`config.mk`:
```
export PLATFORM = sky130hd
export DESIGN_NAME = gs_sequencer_flat
export DESIGN_NICKNAME = d
export VERILOG_FILES = /design/src/rtl/gs_pkg.sv /design/src/rtl/gs_sequencer_if.sv /design/src/rtl/gs_wb_delay.sv /design/src/rtl/gs_sequencer.sv /design/src/flat_wrapper.sv
export SDC_FILE = /design/constraint.sdc
export NUM_CORES = 1
export LEC_CHECK = 0
export BUFFER_PORTS_ARGS = -buffer_cell sky130_fd_sc_hd__buf_2
export CAP_MARGIN = 20
export CORE_MARGIN = 2
export CORE_UTILIZATION = 53
export CTS_BUF_LIST = sky130_fd_sc_hd__clkbuf_4
export DETAILED_ROUTE_END_ITERATION = 16
export GPL_TIMING_DRIVEN = 0
export PLACE_DENSITY = 0.79
export SYNTH_ARGS = -nofsm -noshare
export SYNTH_HDL_FRONTEND = slang
export SYNTH_SLANG_ARGS = --single-unit
```
`constraint.sdc`:
```
create_clock -name clk -period 2.23 [get_ports clk]
set_clock_uncertainty 0.15 [all_clocks]
set_input_delay 0.3345 -clock clk [delete_from_list [all_inputs] [get_ports clk]]
set_output_delay 0.3345 -clock clk [all_outputs]
set_load 0.005 [all_outputs]
```
`src/rtl/gs_pkg.sv`:
```
// gs_pkg: shared constants and types for the banded Gauss-Seidel sequencer.
//   N          number of unknowns / rows
//   IDX_W      row index width
//   RUN        sweeps performed before the solution is streamed out
//   PIPE_LAT   issue-to-writeback latency of the compute unit
//   SWP_W      sweep counter width
//   gs_state_e sequencer states
//   NB_*       bit positions inside nbr_mask (M = minus offset, P = plus offset)
package gs_pkg;

    localparam int N        = 16;
    localparam int IDX_W    = 4;
    localparam int RUN      = 50;
    localparam int PIPE_LAT = 2;
    localparam int SWP_W    = 7;
    localparam int NB_W     = 6;

    localparam int NB_M1 = 0;
    localparam int NB_P1 = 1;
    localparam int NB_M2 = 2;
    localparam int NB_P2 = 3;
    localparam int NB_M3 = 4;
    localparam int NB_P3 = 5;

    typedef enum logic [1:0] {
        IDLE = 2'd0,
        LOAD = 2'd1,
        ITER = 2'd2,
        OUT  = 2'd3
    } gs_state_e;

endpackage

```
`src/rtl/gs_sequencer_if.sv`:
```
// gs_sequencer_if: control bundle between the sequencer and its surroundings.
//   in_en                 b_in beat strobe from the top-level handshake
//   b_we/b_addr/x_clr     register-file load controls
//   issue_valid/row_idx   compute-unit issue, nbr_mask gates the neighbour operands
//   wb_valid/wb_idx       x writeback
//   out_valid/out_idx     solution readout
//   busy/sweep_cnt        status
// modport master: the sequencer; modport slave: the environment.
interface gs_sequencer_if;
    import gs_pkg::*;

    logic                in_en;
    logic                b_we;
    logic [IDX_W-1:0]    b_addr;
    logic                x_clr;
    logic                issue_valid;
    logic [IDX_W-1:0]    row_idx;
    logic [NB_W-1:0]     nbr_mask;
    logic                wb_valid;
    logic [IDX_W-1:0]    wb_idx;
    logic                out_valid;
    logic [IDX_W-1:0]    out_idx;
    logic                busy;
    logic [SWP_W-1:0]    sweep_cnt;

    modport master (
        input  in_en,
        output b_we, b_addr, x_clr, issue_valid, row_idx, nbr_mask,
               wb_valid, wb_idx, out_valid, out_idx, busy, sweep_cnt
    );

    modport slave (
        output in_en,
        input  b_we, b_addr, x_clr, issue_valid, row_idx, nbr_mask,
               wb_valid, wb_idx, out_valid, out_idx, busy, sweep_cnt
    );
endinterface

```
`src/rtl/gs_wb_delay.sv`:
```
// gs_wb_delay: DEPTH-stage shift register carrying {valid, idx} from issue to
// writeback, modelling the compute-unit latency.
//   clk, reset (async, active-high)
//   in_valid/in_idx   issue strobe and row
//   out_valid/out_idx the same pair DEPTH cycles later
module gs_wb_delay
    import gs_pkg::*;
#(
    parameter int DEPTH = PIPE_LAT,
    parameter int W     = IDX_W
) (
    input  logic         clk,
    input  logic         reset,
    input  logic         in_valid,
    input  logic [W-1:0] in_idx,
    output logic         out_valid,
    output logic [W-1:0] out_idx
);

    logic [DEPTH-1:0]        vld_r;
    logic [DEPTH-1:0][W-1:0] idx_r;

    // Shift the issue pair one stage per cycle.
    always_ff @(posedge clk or posedge reset) begin
        if (reset) begin
            vld_r <= '0;
            idx_r <= '0;
        end else begin
            vld_r[0] <= in_valid;
            idx_r[0] <= in_idx;
            for (int k = DEPTH - 1; k > 0; k--) begin
                vld_r[k] <= vld_r[k-1];
                idx_r[k] <= idx_r[k-1];
            end
        end
    end

    assign out_valid = vld_r[DEPTH-1];
    assign out_idx   = idx_r[DEPTH-1];

endmodule

```
`src/rtl/gs_sequencer.sv`:
```
// gs_sequencer: control FSM for the banded Gauss-Seidel solver datapath.
// Loads N b values, runs RUN sweeps of row issues with neighbour masks and
// delayed x writeback, then streams x out over N cycles.
//   clk, reset (async, active-high)
//   bus : gs_sequencer_if.master (in_en in; load/issue/writeback/out controls,
//         busy and sweep_cnt out)
// Build option GS_ISSUE_OVERLAP_EN: issue one row every cycle (chaotic
// relaxation) instead of one row every PIPE_LAT cycles.
module gs_sequencer
    import gs_pkg::*;
(
    input  logic            clk,
    input  logic            reset,
    gs_sequencer_if.master  bus
);

    localparam int PH_W = (PIPE_LAT > 1) ? $clog2(PIPE_LAT) : 1;

    gs_state_e         state_r;
    logic [IDX_W-1:0]  load_idx_r;
    logic [IDX_W-1:0]  row_idx_r;
    logic [IDX_W-1:0]  out_idx_r;
    logic              issue_valid_r;
    logic              out_valid_r;
    logic              busy_r;
    logic [SWP_W-1:0]  sweep_cnt_r;
    logic [SWP_W-1:0]  issue_sweep_r;  // sweeps fully issued (leads sweep_cnt_r)
    logic [PH_W-1:0]   phase_r;        // cycles since the last issue, mod PIPE_LAT

    logic              wb_valid_s;
    logic [IDX_W-1:0]  wb_idx_s;
    logic              last_issue_s;
    logic              issue_stop_s;
    logic              issue_next_s;
    logic              final_wb_s;
    logic [PH_W-1:0]   phase_next_s;
    logic [IDX_W-1:0]  row_next_s;
    logic              b_we_s;
    logic              x_clr_s;
    logic [NB_W-1:0]   nbr_mask_s;

    // Offset k is valid when row i+/-k stays inside 0..N-1.
    function automatic logic [NB_W-1:0] nbr_mask_f(input logic [IDX_W-1:0] i);
        logic [NB_W-1:0] m;
        m        = '0;
        m[NB_M1] = (i >= IDX_W'(1));
        m[NB_P1] = (i <= IDX_W'(N - 2));
        m[NB_M2] = (i >= IDX_W'(2));
        m[NB_P2] = (i <= IDX_W'(N - 3));
        m[NB_M3] = (i >= IDX_W'(3));
        m[NB_P3] = (i <= IDX_W'(N - 4));
        return m;
    endfunction

    gs_wb_delay #(.DEPTH(PIPE_LAT), .W(IDX_W)) u_wb_delay (
        .clk       (clk),
        .reset     (reset),
        .in_valid  (issue_valid_r),
        .in_idx    (row_idx_r),
        .out_valid (wb_valid_s),
        .out_idx   (wb_idx_s)
    );

    // Issue pacing and end-of-run detection.
    always_comb begin
        last_issue_s = issue_valid_r && (row_idx_r == IDX_W'(N - 1)) &&
                       (issue_sweep_r == SWP_W'(RUN - 1));
        issue_stop_s = (issue_sweep_r == SWP_W'(RUN)) || last_issue_s;
        phase_next_s = (phase_r == PH_W'(PIPE_LAT - 1)) ? '0 : phase_r + 1'b1;
`ifdef GS_ISSUE_OVERLAP_EN
        issue_next_s = !issue_stop_s;
`else
        issue_next_s = !issue_stop_s && (phase_next_s == '0);
`endif
        row_next_s   = issue_valid_r ? row_idx_r + 1'b1 : row_idx_r;
        final_wb_s   = wb_valid_s && (wb_idx_s == IDX_W'(N - 1)) &&
                       (sweep_cnt_r == SWP_W'(RUN - 1));
    end

    // b-load strobes follow in_en in the same cycle; the beat in IDLE also clears x.
    always_comb begin
        b_we_s  = 1'b0;
        x_clr_s = 1'b0;
        if (!reset && bus.in_en && ((state_r == IDLE) || (state_r == LOAD))) begin
            b_we_s  = 1'b1;
            x_clr_s = (state_r == IDLE);
        end else begin
            b_we_s  = 1'b0;
            x_clr_s = 1'b0;
        end
    end

    // Mask is only driven while a row is actually being issued.
    always_comb begin
        nbr_mask_s = '0;
        if (issue_valid_r) begin
            nbr_mask_s = nbr_mask_f(row_idx_r);
        end else begin
            nbr_mask_s = '0;
        end
    end

    // Sequencer FSM with registered strobes and counters.
    always_ff @(posedge clk or posedge reset) begin
        if (reset) begin
            state_r       <= IDLE;
            load_idx_r    <= '0;
            row_idx_r     <= '0;
            out_idx_r     <= '0;
            issue_valid_r <= 1'b0;
            out_valid_r   <= 1'b0;
            busy_r        <= 1'b0;
            sweep_cnt_r   <= '0;
            issue_sweep_r <= '0;
            phase_r       <= '0;
        end else begin
            case (state_r)
                IDLE: begin
                    issue_valid_r <= 1'b0;
                    out_valid_r   <= 1'b0;
                    if (bus.in_en) begin
                        state_r       <= LOAD;
                        busy_r        <= 1'b1;
                        load_idx_r    <= IDX_W'(1);
                        sweep_cnt_r   <= '0;
                        issue_sweep_r <= '0;
                    end else begin
                        busy_r <= 1'b0;
                    end
                end
                LOAD: begin
                    if (bus.in_en) begin
                        if (load_idx_r == IDX_W'(N - 1)) begin
                            state_r       <= ITER;
                            load_idx_r    <= '0;
                            issue_valid_r <= 1'b1;
                            row_idx_r     <= '0;
                            phase_r       <= '0;
                        end else begin
                            load_idx_r <= load_idx_r + 1'b1;
                        end
                    end
                end
                ITER: begin
                    issue_valid_r <= issue_next_s;
                    row_idx_r     <= row_next_s;
                    phase_r       <= phase_next_s;
                    if (issue_valid_r && (row_idx_r == IDX_W'(N - 1)) &&
                        (issue_sweep_r != SWP_W'(RUN))) begin
                        issue_sweep_r <= issue_sweep_r + 1'b1;
                    end
                    if (wb_valid_s && (wb_idx_s == IDX_W'(N - 1)) &&
                        (sweep_cnt_r != SWP_W'(RUN))) begin
                        sweep_cnt_r <= sweep_cnt_r + 1'b1;
                    end
                    if (final_wb_s) begin
                        state_r     <= OUT;
                        out_valid_r <= 1'b1;
                        out_idx_r   <= '0;
                    end
                end
                OUT: begin
                    if (out_idx_r == IDX_W'(N - 1)) begin
                        state_r     <= IDLE;
                        out_valid_r <= 1'b0;
                        out_idx_r   <= '0;
                        busy_r      <= 1'b0;
                    end else begin
                        out_idx_r <= out_idx_r + 1'b1;
                    end
                end
                default: begin
                    state_r       <= IDLE;
                    issue_valid_r <= 1'b0;
                    out_valid_r   <= 1'b0;
                    busy_r        <= 1'b0;
                end
            endcase
        end
    end

    assign bus.b_we        = b_we_s;
    assign bus.b_addr      = load_idx_r;
    assign bus.x_clr       = x_clr_s;
    assign bus.issue_valid = issue_valid_r;
    assign bus.row_idx     = row_idx_r;
    assign bus.nbr_mask    = nbr_mask_s;
    assign bus.wb_valid    = wb_valid_s;
    assign bus.wb_idx      = wb_idx_s;
    assign bus.out_valid   = out_valid_r;
    assign bus.out_idx     = out_idx_r;
    assign bus.busy        = busy_r;
    assign bus.sweep_cnt   = sweep_cnt_r;

endmodule
```
`src/flat_wrapper.sv`:
```
// flat-port wrapper written by rule: the top's interface ports become plain ports
module gs_sequencer_flat import gs_pkg::*;
  (clk, reset, bus_in_en, bus_b_we, bus_b_addr, bus_x_clr, bus_issue_valid, bus_row_idx, bus_nbr_mask, bus_wb_valid, bus_wb_idx, bus_out_valid, bus_out_idx, bus_busy, bus_sweep_cnt);
  gs_sequencer_if bus_i ();
  input  logic clk;
  input  logic reset;
  input wire logic [$bits(bus_i.in_en)-1:0] bus_in_en;
  output wire logic [$bits(bus_i.b_we)-1:0] bus_b_we;
  output wire logic [$bits(bus_i.b_addr)-1:0] bus_b_addr;
  output wire logic [$bits(bus_i.x_clr)-1:0] bus_x_clr;
  output wire logic [$bits(bus_i.issue_valid)-1:0] bus_issue_valid;
  output wire logic [$bits(bus_i.row_idx)-1:0] bus_row_idx;
  output wire logic [$bits(bus_i.nbr_mask)-1:0] bus_nbr_mask;
  output wire logic [$bits(bus_i.wb_valid)-1:0] bus_wb_valid;
  output wire logic [$bits(bus_i.wb_idx)-1:0] bus_wb_idx;
  output wire logic [$bits(bus_i.out_valid)-1:0] bus_out_valid;
  output wire logic [$bits(bus_i.out_idx)-1:0] bus_out_idx;
  output wire logic [$bits(bus_i.busy)-1:0] bus_busy;
  output wire logic [$bits(bus_i.sweep_cnt)-1:0] bus_sweep_cnt;
  assign bus_i.in_en = bus_in_en;
  assign bus_b_we = bus_i.b_we;
  assign bus_b_addr = bus_i.b_addr;
  assign bus_x_clr = bus_i.x_clr;
  assign bus_issue_valid = bus_i.issue_valid;
  assign bus_row_idx = bus_i.row_idx;
  assign bus_nbr_mask = bus_i.nbr_mask;
  assign bus_wb_valid = bus_i.wb_valid;
  assign bus_wb_idx = bus_i.wb_idx;
  assign bus_out_valid = bus_i.out_valid;
  assign bus_out_idx = bus_i.out_idx;
  assign bus_busy = bus_i.busy;
  assign bus_sweep_cnt = bus_i.sweep_cnt;
  gs_sequencer u_core (.clk(clk), .reset(reset), .bus(bus_i));
endmodule
```
# Word level (Yosys, flattened, before mapping)
# Cells that the tools add are included.
totals:
  ff_bits: 42
  input_bits: 3
  out_inout_bits: 35
  elab_cells: 114
op_classes:
  addsub: 6
  n_lt_le_gt_ge: 6
  n_eq_ne: 20
  muxes: 37
  n_bitwise: 1
  n_reduce_logical: 31
ops:
  columns: ["cell", "count"]
  rows:
  - ["$mux 4", 8]
  - ["$pmux 7 s2", 2]
  - ["$pmux 4 s2", 3]
  - ["$eq 7x6->1 const B", 3]
  - ["$mux 7", 3]
  - ["$reduce_and 3->1", 6]
  - ["$eq 4x4->1 const B", 4]
  - ["$add 7x1->7 const B", 2]
  - ["$ne 7x6->1 const B", 2]
  - ["$add 4x1->4 const B", 3]
  - ["$le 4x4->1 const B", 3]
  - ["$mux 1", 10]
  - ["$mux 2", 5]
  - ["$ne 2x1->1 const B", 5]
  - ["$reduce_bool 2->1", 5]
  - ["$logic_and 1x1->1", 9]
  - ["$ge 4x2->1 const B", 2]
  - ["$pmux 2 s4", 1]
  - ["$mux 6", 1]
  - ["$ne 2x2->1 const B", 3]
  - ["$pmux 1 s3", 2]
  - ["$reduce_bool 3->1", 2]
  - ["$reduce_and 5->1", 1]
  - ["$eq 2x2->1 const B", 2]
  - ["10 further kinds", 14]

# Logic depth before layout (Yosys ltp)
# Gate-level depths: netlist of the first run.
logic_depth:
  ltp_word: 7
  ltp_mapped: 8
  mapped_depth_nobuf: 6

# Cells and area by module
# Synthesis of the first run repeated with hierarchy kept, for this count alone.
hier_totals:
  cells_unflattened: 248
  hier_area_um2: 2452.4
by_module_without_submodules:
  columns: ["mod", "n_inst", "cells_each", "area_each_um2", "seq_area_each_um2"]
  rows:
  - ["gs_sequencer", 1, 233, 2168.3, 800.8]
  - ["gs_wb_delay", 1, 15, 284.0, 250.2]

# Least setup slack after synthesis of the first run
# Ideal clock, no wire load.
synth_timing:
  path_type: "reg2reg"
  start: "register u_core.sweep_cnt_r[2], in the netlist u_core.bus.sweep_cnt[2]"
  end: "register u_core.out_idx_r[0], in the netlist u_core.bus.out_idx[0]"
  t_arrival_ns: 1.862
  required_ns: 1.955
  slack_ns: 0.093
  path_stages_with_launch: 5
  n_path_buf: 0
  period_less_slack_ns: 2.137
  cell_sequence: "dfrtp_1 or3_4 or4_4 mux2_4 mux2_4"
synth_via:
  elab_chain_len: 4
synth_rtl:
  columns: ["item", "line", "text"]
  rows:
  - ["start: declaration", "gs_sequencer.sv:26", "logic [SWP_W-1:0] sweep_cnt_r;"]
  - ["start signal: assignment", "gs_sequencer.sv:154", "sweep_cnt_r <= sweep_cnt_r + 1'b1;"]
  - ["$eq 7x6->1", "gs_sequencer.sv:77", "(sweep_cnt_r == SWP_W'(RUN - 1));"]
  - ["$logic_and 1x1->1", "gs_sequencer.sv:76", "final_wb_s = wb_valid_s && (wb_idx_s == IDX_W'(N - 1)) &&"]
  - ["$ne 2x1->1 (no source line)", null, null]
  - ["$reduce_and 2->1 (no source line)", null, null]
  - ["end signal: assignment", "gs_sequencer.sv:169", "out_idx_r <= out_idx_r + 1'b1;"]
  - ["end: declaration", "gs_sequencer.sv:22", "logic [IDX_W-1:0] out_idx_r;"]
# Every way passes these cells.
# A chain may end at the register's enable or synchronous reset.

# Final worst setup path of the first run
layout_timing:
  start: "register u_core.sweep_cnt_r[2], in the netlist u_core.bus.sweep_cnt[2]"
  end: "register u_core.out_idx_r[3], in the netlist u_core.bus.out_idx[3]"
# Same word-level chain as after synthesis.

==> reports/results.tsv, run 1 <==
metric	value	unit
status	finished with violations	
failing checks	negative hold slack	
total global-route track usage	21.7	%
WP buf/inv	0	
CTS root buf	clkbuf_4	
later-pin clock latency in the skew report	0.37	ns
DR DRC count	0	
worst reg2reg path depth	4	
Worst path slowest cell	or4_4	
Fin Setup TNS	0	ns
WL/cell	14.5	µm
Final Instance Area	2740	µm²
met1 Usage GRT	29.3	%
Cells after Synth	235	
CTS Buffer Depth	2	
CP delay by family, top	simple AND/OR/NAND/NOR gates	
GR Util met3	5.05	%
largest stage delay on the critical path	0.49	ns
Post-synth EDFFs	0	
row count	24	
syn_nets	255	
RR Endpoint	u_core.bus.out_idx[3]$_DFFE_PP0P_	
PwrDens	1100	nW/µm²
Least-Margin Pin Slew	0.858	ns
CTS Hold Buffers Added	0	
Startpoint Class	flip-flop	
hold slack	-0.0304	ns
CTS tree	built	
RePlAce Congestion	0.796	
height of the die	70.4	µm
fraction of layout cells with a size suffix above 1	27.1	%
post-synth top area share	45.0	%
IO Port Bufs	37	
slew margin rel.	42.7	%
fin crit share	97.9	%
unrepaired setup endpoints after global routing	yes	
via count	1951	
most frequent cells in the layout	dfrtp_1 (38), buf_2 (37), nand2_1 (20)	
fin crit period	2.18	ns
Detail Route Antenna Nets	0	
top-level port count	38	
largest net degree at the start of global routing	44	
grt total ovfl	0	
fin util	63.7	%
Crit path depth	4	
Unique masters post-synth	48	
largest cells by area after synthesis	dfrtp_1 (45%), ha_1 (9.1%), nand2_1 (3.2%)	
hpwl dp	3.42	mm
crit-path cells	or3_4 > or4_4 > mux2_4 > a211o_1	
fin nets	303	
gr busiest metal	met2	
Final Slew Violations	0	
WP data required	2.35	ns
final WL	4.88	mm
Synth Area per Inst	9.95	µm²
fmax	458	MHz
Antenna diodes	0	
LEAKAGE	1.34	nW
CORE AREA	4290	µm²
WS Path Type	reg -> reg	
met2 Track Usage GR	33.6	%
commonest non-fill, non-tap cell in the layout	dfrtp_1	
clk sinks	42	
Arr. time, crit path	2.31	ns
CTS Buf Count	5	
total power	3.00	mW
Initial Utilization	54.4	%
DR iter-0 viols	128	
Worst setup EP type	flip-flop	
synthesis-stage register bit count	42	
clk slew on worst S/H paths	0.14	ns
placed instance area	2590	µm²
Die ar.	4960	µm²
Synth area leader	dfrtp_1	
FF-to-FF Start	u_core.bus.sweep_cnt[2]$_DFFE_PP0P_	
number of max-cap violations	0	
Syn-to-layout area delta	17.1	%
Netlist Area Pre-Place	2340	µm²
Hold Vio Cnt, Final	25	
drt via density	5.81	
Async S/R FF share, synth	100	%
H-tree Lvls	2	
Yosys warnings	0	
vias in the first global route	1797	
Die Wd	70.4	µm
Max VDD drop	0.658	mV
global-route wire length before repair	8.45	mm
initial antenna violation count	0	
ys flop type	dfrtp_1	
1st-pass router iterations	4	
R2R setup slack	0.05	ns
Final Setup Violations	0	
crit path max fanout	4	
hold crit path type	in -> async	
sequential-to-total area share from yosys stat	45.0	%
[worst max path at each step]
| stage | slack, ns | endpoint | start |
|---|---|---|---|
| 2_1_floorplan | 0.09 | u_core.bus.out_idx[0]$_DFFE_PP0P_ | u_core.bus.sweep_cnt[2]$_DFFE_PP0P_ |
| 3_3_place_gp | -0.30 | bus_x_clr | reset |
| 3_5_place_dp | -0.18 | u_core.bus.sweep_cnt[6]$_DFFE_PP0P_ | u_core.state_r[0]$_DFFE_PP0P_ |
| 4_1_cts | -0.02 | bus_b_we | u_core.state_r[0]$_DFFE_PP0P_ |
| 5_1_grt | -0.05 | u_core.issue_sweep_r[5]$_DFFE_PP0P_ | u_core.state_r[0]$_DFFE_PP0P_ |
| 6_report | 0.05 | u_core.bus.out_idx[3]$_DFFE_PP0P_ | u_core.bus.sweep_cnt[2]$_DFFE_PP0P_ |
[synth_stat cells (all sizes together) (3+ instances only)]
cell	count
a211oi	3
o22ai	3
o31ai	3
nor2	15
nand3	13
inv	14
nand4	8
buf	5
and3	3
nor4	3
mux2i	6
o21ai	10
a41o	4
clkbuf	9
a21oi	8
xnor2	5
ha	17
o31a	4
nand2	20
and2	3
a22o	3
mux2	3
dfrtp	42
a31oi	5
[report_power, final]
group	internal [mW]	switching [mW]	leakage (nW)
clock	0.128	0.271	0.0318
combinational	0.641	0.756	0.763
sequential	0.988	0.218	0.546
[sequential cells by signal (all words and copies together) (netlist names), 2 cells and up]
name	count
u_core.bus.sweep_cnt	7
u_core.issue_sweep_r	7
u_core.bus.b_addr	4
u_core.bus.out_idx	4
u_core.bus.row_idx	4
u_core.u_wb_delay.idx_r	4
u_core.u_wb_delay.out_idx	4
u_core.state_r	2
u_core.u_wb_delay.vld_r	2
[cell type report]
class / instances / area [µm²]
clock inverter: 3 / 25.0
sequential: 42 / 1060
multi-input combinational: 165 / 1200
timing repair buffer: 44 / 238
inverter: 14 / 55.1
tap: 52 / 65.1
clock buffer: 5 / 37.5
fill: 373 / 1560
buffer: 11 / 57.6
[per-layer routing]
| metal | share of wire, % | vias to the layer above |
|---|---|---|
| li1 | - | 959 |
| met1 | 47 | 927 |
| met2 | 46 | 57 |
| met3 | 5.3 | 8 |
| met4 | 1.9 | 0 |
| met5 | 0 | - |
[worst register-to-register path: stages (launching register included)]
cell and delay (ns):
dfrtp_2 0.44, or3_4 0.41, or4_4 0.49, mux2_4 0.30, a211o_1 0.30
[repair_timing]
action,in CTS,in global routing
pin swaps,0,0
setup buffers,2,5
resized for setup,7,12
endpoints found under the setup margin,13,26
[through the flow]
stage	worst slack, ns	std cells
floorplan	0.0926	235
global placement	-0.297	324
detailed placement	-0.178	324
CTS	-0.0215	333
global route	-0.0496	336
finish	0.0463	336
[logic make-up after synthesis]
group / Yosys count / synth area share, %
flip-flops: 42 / 45.0
buffers and inverters: 28 / 5.14
AND/OR/NAND/NOR: 77 / 17.0
adder cells (fa/ha/maj): 17 / 9.10
AO/OA/AOI/OAI: 57 / 17.6
multiplexers: 9 / 4.34
XOR/XNOR: 5 / 1.87
Power figures use the tool's default switching activity.
==> run 2: changes to the inputs <==
--- a/config.mk
+++ b/config.mk
@@ -5,14 +5,14 @@
 export SDC_FILE = /design/constraint.sdc
 export NUM_CORES = 1
 export LEC_CHECK = 0
+export ABC_AREA = 1
 export BUFFER_PORTS_ARGS = -buffer_cell sky130_fd_sc_hd__buf_2
 export CAP_MARGIN = 20
-export CORE_MARGIN = 2
 export CORE_UTILIZATION = 53
 export CTS_BUF_LIST = sky130_fd_sc_hd__clkbuf_4
 export DETAILED_ROUTE_END_ITERATION = 16
 export GPL_TIMING_DRIVEN = 0
-export PLACE_DENSITY = 0.79
+export PLACE_DENSITY = 0.76
 export SYNTH_ARGS = -nofsm -noshare
 export SYNTH_HDL_FRONTEND = slang
 export SYNTH_SLANG_ARGS = --single-unit
==> run 2 against run 1 <==
  * First-iteration DRC count shrank 19%
  * Fmax grew 4.2%
  * Combinational power shrank 4%
  * Register-to-register slack gained 0.26 ns
  * The run still ends with negative hold slack left
  * Final area grew 0.14%
  * Via count grew 6.9%
  * Clock power grew 24%
  * Critical endpoint is now bus_x_clr
  * Critical path type is now reg -> out
  * Global-route usage shrank 0.29 points
  * Power shrank 0.98%
  * Critical path depth grew 1
  * Largest cell class unchanged
  * Die area shrank 2.8%
==> reports/results.tsv, run 2 <==
metric	value	unit
LEAKAGE	1.45	nW
CTS tree	built	
DR iter-0 viols	104	
gr busiest metal	met2	
Arr. time, crit path	1.61	ns
WP buf/inv	2	
Crit path depth	5	
Compound-Gate Fraction of Synth Area	7.22	%
mux share of post-synthesis cell area	0	%
height of the die	69.4	µm
Async S/R FF share, synth	100	%
Startpoint Class	flip-flop	
number of max-cap violations	0	
Max VDD drop	0.515	mV
Fin Setup TNS	0	ns
Yosys warnings	0	
initial antenna violation count	0	
Initial Utilization	55.3	%
pre-CTS WS	0.358	ns
fin nets	368	
FF-to-FF Start	u_core.state_r[1]$_DFFE_PP0P_	
worst reg2reg path depth	9	
fin crit share	94.0	%
fin util	62.9	%
Final Instance Area	2740	µm²
clk slew on worst S/H paths	0.13	ns
synthesis-stage register bit count	42	
final WL	4.84	mm
WS Path Type	reg -> out	
fraction of layout cells with a size suffix above 1	18.1	%
drt via density	5.20	
placed instance area	2660	µm²
largest cells by area after synthesis	dfrtp_1 (44%), nand2_1 (12%), ha_1 (8.8%)	
H-tree Lvls	2	
xor/xnor share of the synthesized area	3.27	%
main combinational cell family by area after synthesis	simple AND/OR/NAND/NOR gates	
1st-pass router iterations	7	
Synth top cells by count	nand2_1 (77), dfrtp_1 (42), nor2_1 (39)	
Post-Place Cells	393	
crit-path cells	inv_1 > ha_1 > o21ai_2 > nor3_1 > buf_2	
vias in the first global route	1866	
crit path max fanout	6	
Netlist Area Pre-Place	2410	µm²
RePlAce Congestion	0.826	
Syn-to-layout area delta	13.8	%
row count	24	
Hold Vio Cnt, Final	4	
PwrDens	1080	nW/µm²
GR Util met3	4.36	%
hpwl dp	3.42	mm
grt total ovfl	0	
commonest non-fill, non-tap cell in the layout	nand2_1	
Final Setup Violations	0	
Synth Area in Adders	8.83	%
CTS Buf Count	5	
WP data required	1.75	ns
later-pin clock latency in the skew report	0.36	ns
Antenna diodes	0	
failing checks	negative hold slack	
ys flop type	dfrtp_1	
total global-route track usage	21.4	%
clk sinks	42	
largest net degree at the start of global routing	43	
fmax	477	MHz
Layout Cells excl Fill	401	
via count	2086	
Final Slew Violations	0	
CP delay by family, top	flip-flops	
Setup Fix Bufs, Post-CTS	0	
met1 Usage GRT	28.5	%
R2R setup slack	0.31	ns
Worst setup EP type	primary output	
Cells after Synth	304	
post-synth top area share	43.6	%
Post-synth EDFFs	0	
syn_nets	324	
WL/cell	12.1	µm
Die ar.	4820	µm²
Final WS setup	0.134	ns
Die Wd	69.4	µm
largest stage delay on the critical path	0.43	ns
unrepaired setup endpoints after global routing	no	
CTS root buf	clkbuf_4	
CORE AREA	4350	µm²
top-count cell post-synth	nand2_1	
Worst path slowest cell	dfrtp_1	
Unique masters post-synth	28	
crit path to	bus_x_clr	
most frequent cells in the layout	nand2_1 (77), dfrtp_1 (42), nor2_1 (39), buf_2 (39), nand3_1 (36)	
DR DRC count	0	
CTS Hold Buffers Added	0	
sequential-to-total area share from yosys stat	43.6	%
CP startpoint	u_core.state_r[1]$_DFFE_PP0P_	
slew margin rel.	40.7	%
total power	2.97	mW
Synth Area per Inst	7.92	µm²
fin crit period	2.10	ns
top-level port count	38	
hold crit path type	in -> async	
RR Endpoint	u_core.issue_sweep_r[5]$_DFFE_PP0P_	
global-route wire length before repair	8.25	mm
CTS Buffer Depth	2	
Detail Route Antenna Nets	0	
Simple-Gate Fraction of Synth Area	30.5	%
Synth area leader	dfrtp_1	
Least-Margin Pin Slew	0.889	ns
met2 Track Usage GR	34.8	%
status	finished with violations	
hold slack	-0.00423	ns
IO Port Bufs	37	
## run 2: cell type report
type / instances / area (µm²)
repair buffers: 37 / 185
flip-flops and latches: 42 / 1050
multi-input cells: 225 / 1200
plain buffers: 7 / 43.8
clock buffers: 5 / 37.5
well taps: 52 / 65.1
clock inverters: 3 / 40.0
fillers: 391 / 1610
inverters: 30 / 113
## run 2: what timing repair did
action,in CTS,in global routing
setup endpoints to repair,0,2
resized for setup,0,1
hold endpoints to repair,0,0
## run 2: power by group
part / switching, mW / internal (mW)
registers: 0.187 / 0.952
logic: 0.841 / 0.499
clock network: 0.260 / 0.232
## run 2: per-layer routing
metal	share of wire (%)	wire (µm)
met4	0.83	40
met3	3.5	167
met1	48	2320
met5	0	0
met2	48	2310
## run 2: worst min-delay path by stage
stage,depth (start not counted),start,slack [ns],to
3_5_place_dp,0,u_core.u_wb_delay.idx_r[1]$_DFF_PP0_,0.19,u_core.u_wb_delay.out_idx[1]$_DFF_PP0_
3_3_place_gp,0,u_core.u_wb_delay.idx_r[2]$_DFF_PP0_,0.18,u_core.u_wb_delay.out_idx[2]$_DFF_PP0_
4_1_cts,2,reset,0.03,u_core.bus.sweep_cnt[3]$_DFFE_PP0P_
6_report,2,reset,-0.004,u_core.phase_r$_DFFE_PP0P_
2_1_floorplan,0,u_core.u_wb_delay.idx_r[0]$_DFF_PP0_,0.18,u_core.u_wb_delay.out_idx[0]$_DFF_PP0_
5_1_grt,2,reset,0.09,u_core.state_r[1]$_DFFE_PP0P_
## run 2: cells by family after synthesis
kind of cell             Yosys count
adder cells (fa/ha/maj)           17
flip-flops                        42
buffers and inverters             37
AO/OA/AOI/OAI                     30
XOR/XNOR                           9
AND/OR/NAND/NOR                  169
